<file path="config.mk">
export PLATFORM = sky130hd
export DESIGN_NAME = pll_reset_sequencer
export DESIGN_NICKNAME = d
export VERILOG_FILES = /design/src/rtl/pll_reset_sequencer.sv
export SDC_FILE = /design/constraint.sdc
export NUM_CORES = 1
export LEC_CHECK = 0
export ABC_AREA = 1
export BUFFER_PORTS_ARGS = -buffer_cell sky130_fd_sc_hd__buf_2
export CAP_MARGIN = 30
export CORE_ASPECT_RATIO = 0.8
export CORE_MARGIN = 8
export CORE_UTILIZATION = 25
export DETAILED_ROUTE_END_ITERATION = 12
export PLACE_DENSITY = 0.4
export SYNTH_ARGS = -nofsm -noshare
export SYNTH_HDL_FRONTEND = slang
export SYNTH_SLANG_ARGS = --single-unit
</file>
<file path="constraint.sdc">
create_clock -name clock -period 4.2 [get_ports clock]
set_input_delay 0.63 -clock clock [delete_from_list [all_inputs] [get_ports clock]]
set_output_delay 0.63 -clock clock [all_outputs]
set_load 0.005 [all_outputs]
</file>
<file path="src/rtl/pll_reset_sequencer.sv">
// Core reset sequencer for the PLL clock domain: waits for a stable PLL lock, holds the core in
// reset, then releases it. Optional lock-loss counter guarded by PLL_RESET_LOCK_LOSS_COUNT_EN.
module pll_reset_sequencer #(
  parameter int unsigned SYNC_STAGES        = 2,
  parameter int unsigned LOCK_STABLE_CYCLES = 1024,
  parameter int unsigned RESET_HOLD_CYCLES  = 16,
  parameter int unsigned LOSS_COUNT_WIDTH   = 8
) (
  input  logic                        clock,
  input  logic                        reset_n,
  input  logic                        pll_locked,
  input  logic                        soft_reset_req,
  output logic                        core_reset_n,
  output logic                        clock_ready,
  output logic [1:0]                  state,
  output logic [LOSS_COUNT_WIDTH-1:0] lock_loss_count
);

  localparam int unsigned MaxCycles = (LOCK_STABLE_CYCLES > RESET_HOLD_CYCLES) ?
                                      LOCK_STABLE_CYCLES : RESET_HOLD_CYCLES;
  localparam int unsigned CntWidth  = $clog2(MaxCycles + 1);

  localparam logic [CntWidth-1:0] StableLast = CntWidth'(LOCK_STABLE_CYCLES - 1);
  localparam logic [CntWidth-1:0] HoldLast   = CntWidth'(RESET_HOLD_CYCLES - 1);
  localparam logic [CntWidth-1:0] CntOne     = CntWidth'(1);

  typedef enum logic [1:0] {
    StWaitLock  = 2'd0,
    StStabilize = 2'd1,
    StHold      = 2'd2,
    StRun       = 2'd3
  } state_e;

  logic [SYNC_STAGES-1:0] rst_sync_q;
  logic [SYNC_STAGES-1:0] lock_sync_q;
  logic                   fsm_en;
  logic                   locked_s;

  state_e                 state_q;
  logic [CntWidth-1:0]    cnt_q;
  logic                   run_q;

  // Reset release and lock indicator both pass through SYNC_STAGES flops.
  always_ff @(posedge clock or negedge reset_n) begin
    if (!reset_n) begin
      rst_sync_q  <= '0;
      lock_sync_q <= '0;
    end else begin
      rst_sync_q  <= {rst_sync_q[SYNC_STAGES-2:0], 1'b1};
      lock_sync_q <= {lock_sync_q[SYNC_STAGES-2:0], pll_locked};
    end
  end

  assign fsm_en   = rst_sync_q[SYNC_STAGES-1];
  assign locked_s = lock_sync_q[SYNC_STAGES-1];

  // run_q is loaded with (next state == RUN) on every transition so the core reset and
  // clock_ready change on the very edge that enters or leaves RUN.
  always_ff @(posedge clock or negedge reset_n) begin
    if (!reset_n) begin
      state_q <= StWaitLock;
      cnt_q   <= '0;
      run_q   <= 1'b0;
    end else if (fsm_en) begin
      unique case (state_q)
        StWaitLock: begin
          if (locked_s) begin
            state_q <= StStabilize;
            cnt_q   <= '0;
          end
        end
        StStabilize: begin
          if (!locked_s) begin
            state_q <= StWaitLock;
            cnt_q   <= '0;
          end else if (cnt_q == StableLast) begin
            state_q <= StHold;
            cnt_q   <= '0;
          end else begin
            cnt_q <= cnt_q + CntOne;
          end
        end
        StHold: begin
          if (!locked_s) begin
            state_q <= StWaitLock;
            cnt_q   <= '0;
          end else if (cnt_q == HoldLast) begin
            state_q <= StRun;
            cnt_q   <= '0;
            run_q   <= 1'b1;
          end else begin
            cnt_q <= cnt_q + CntOne;
          end
        end
        StRun: begin
          // Lock loss takes priority over a simultaneous soft reset request.
          if (!locked_s) begin
            state_q <= StWaitLock;
            cnt_q   <= '0;
            run_q   <= 1'b0;
          end else if (soft_reset_req) begin
            state_q <= StHold;
            cnt_q   <= '0;
            run_q   <= 1'b0;
          end
        end
      endcase
    end
  end

  assign core_reset_n = run_q;
  assign clock_ready  = run_q;
  assign state        = state_q;

`ifdef PLL_RESET_LOCK_LOSS_COUNT_EN
  logic                        loss_event;
  logic [LOSS_COUNT_WIDTH-1:0] loss_cnt_q;

  assign loss_event = fsm_en & (state_q == StRun) & ~locked_s;

  // Saturating count of lock losses observed while running.
  always_ff @(posedge clock or negedge reset_n) begin
    if (!reset_n) begin
      loss_cnt_q <= '0;
    end else if (loss_event && (loss_cnt_q != '1)) begin
      loss_cnt_q <= loss_cnt_q + LOSS_COUNT_WIDTH'(1);
    end
  end

  assign lock_loss_count = loss_cnt_q;
`else
  assign lock_loss_count = '0;
`endif

endmodule

</file>
==> results by group <==
STA
  • Final WS setup: 2230 ps
  • Final setup vio count: 0
  • Fmax: 506 MHz
  • Max_slew headroom: 60.9%
  • Setup TNS: 0 ps
  • Fin crit period: 1970 ps
  • Clock skew: 2.17 ps
  • Slew Limit Fails: 0
  • Ratio of final minimum period to clock period: 47.0%
  • Worst-margin pin slew: 584 ps
  • RSZ-0062 raised after global routing: false
  • Hold Violations, Final: 0

Detailed routing
  • Antenna Nets Post-Route: 0
  • Post-route DRC: 0
  • Vias: 881
  • WL final: 2250 um
  • Drt wl/cell: 10.8 um
  • Routed vias/inst: 4.24
  • First drt pass iteration count: 4
  • Initial drt markers: 63

Synth
  • Synthesized flop and latch total: 18
  • Syn Area/Cell: 7.83 um^2
  • Mapped cell area: 1120 um^2
  • Top area cells in the synthesized netlist: dfrtp_1 (40%), nand2_1 (8.7%), buf_4 (6.7%)
  • Async set or reset register ratio after synthesis: 100%
  • Top_reg_cell synth: dfrtp_1
  • Ys Warns: 0
  • Largest area contributor in the synthesized netlist: dfrtp_1
  • Post-synth top area share: 40.2%
  • Number of synthesized flops with an enable pin: 0
  • Cells after Synth: 143
  • Library cells used by synthesis: 23
  • Register area share after synthesis: 40.2%

Critical path
  • Critical path capture point type: flop
  • CP Launch Type: flop
  • Crit-path cells: inv_1 > ha_1 > nand2_1 > nand3_1 > nor2_2 > nand4_1 > nand2_1 > nor2_1
  • Crit Path Class: reg2reg
  • Crit path max fanout: 11
  • Critical path arrival: 2120 ps
  • CP max stage delay: 410 ps
  • Worst path required time: 4350 ps
  • Critical-path top delay cell: dfrtp_1
  • Worst path most repeated cell: nand2_1

Die
  • Core Region: 4260 um^2
  • Chip height: 75.9 um
  • Initial Utilization: 26.3%
  • # IOs: 16
  • Row Count: 21
  • Die footprint: 6890 um^2
  • Chip width: 90.8 um

Cells and area
  • P&R area growth vs syn: 10.1%
  • Layout Nets: 161
  • Fin cells: 208
  • Commonest non-fill, non-tap cell in the layout: nand2_1
  • Most frequent cells in the layout: nand2_1 (26), dfrtp_1 (18), inv_1 (17), nor2_1 (15), nand3_1 (11)
  • Fillers: 469
  • Diodes inserted: 0
  • Share of cells above drive strength 1: 14.6%

GRT
  • Global route hottest layer: met2
  • Initial antenna violation count: 0
  • Total track usage: 7.33%
  • GR Util met1: 9.59%
  • Pin count of the biggest net entering global routing: 19
  • Global-route wire length before repair: 3930 um
  • Met3 Usage GRT: 2.85%
  • GR Overflow Total: 0
  • Grt met2 use: 10.4%
  • Number of global-route vias before repair: 808

Outcome
  • Status: finished, final reports clean

CTS
  • Resized cells post-CTS: 0
  • Clock tree sinks: 18
  • Hold-fix buffers at CTS: 0
  • Clk root buf: clkbuf_8
  • Setup Fix Bufs, Post-CTS: 0
  • TritonCTS clock tree: built
  • Worst-path clk slew: 70 ps
  • H-tree levels: 1
  • Clock buffer depth: 2
  • Clock insertion delay at the later pin of the skew report: 260 ps
  • Cts bufs inserted: 3

Power and ir drop
  • PwrDens: 451 nW/um^2
  • P_leak: 0.000567 uW
  • Max VDD drop: 0.188 mV

Hold path
  • Hold Crit Class: in2async

Job
  • MaxCap Viol Count: 0

Placement
  • Cell count after placement: 204
  • DP HPWL: 1760 um
  • Port buffer count: 7
  • RD Place Congestion: 0.834
  • DP Worst Slack: 2220 ps
## power breakdown
group          internal (uW)  switching, uW
sequential               195           20.0
clock                   83.4           60.8
combinational           71.5            125
total                    350            205
## stage by stage
step / hold slack, ps / instance area, um^2 / util, % / power [uW]
detailed placement: 335 / 1180 / 27.7 / 417
CTS: 309 / 1230 / 29.0 / 567
finish: 298 / 1230 / 29.0 / 556
global route: 322 / 1230 / 29.0 / 603
global placement: 338 / 1180 / 27.7 / 419
floorplan: 331 / 1150 / - / 375
## sequential cells by signal, summed over array words and instances (netlist names)
name         count
cnt_q           11
clock_ready      1
lock_sync_q      2
state            2
rst_sync_q       2
## cells in the mapped netlist (3+ instances only)
cell type	instances
ha_1	5
nand3_1	11
o21ai_0	7
dfrtp_1	18
nor2_2	3
inv_1	17
a21oi_1	5
buf_4	10
nor2_1	15
nand2_1	26
nand4_1	6
nor3_1	5
## layout make-up
type | instances | area (um^2) | share of cell area (%)
clock buffer | 4 | 55.1 | 4.47
sequential | 18 | 450 | 36.5
timing repair buffer | 7 | 35.0 | 2.84
inverter | 18 | 68.8 | 5.58
multi-input combinational | 104 | 552 | 44.8
tap | 57 | 71.3 | 5.79
## critical path: cells and delay by family, from the launching register on
family,cells,cell delay (ps)
AND/OR/NAND/NOR,6,1130
adder cells (fa/ha/maj),1,220
flip-flops,1,410
buffers and inverters,1,80
## logic make-up (layout without fill, tap and decap cells)
logic type      after synthesis  in the layout  synth area share, %
compound gates               14             14                 7.49
xor+xnor                      3              3                 2.35
fa+ha+maj                     5              5                 5.59
buf+inv                      28             29                 12.8
flops                        18             18                 40.2
other cells                   2              9                0.671
simple gates                 73             73                 30.8
## routing by layer
metal	vias to the layer above	wire length [um]
li1	455	-
met1	395	1220
met2	27	837
met3	4	152
met4	0	40
met5	-	0
## path summary, 6_finish.rpt
check | start | end | depth (start not counted) | slack [ps]
setup / recovery | state[0] | cnt_q[8] | 8 | 2230
max in group asynchronous | reset_n | cnt_q[3] | 1 | 3610
hold / removal | reset_n | rst_sync_q[0] | 1 | 300
hold reg to reg | rst_sync_q[0] | rst_sync_q[1] | 0 | 350
min in group clock | rst_sync_q[0] | rst_sync_q[1] | 0 | 350
setup reg to reg | state[0] | cnt_q[8] | 8 | 2230
(Power assumes the default switching activity.)
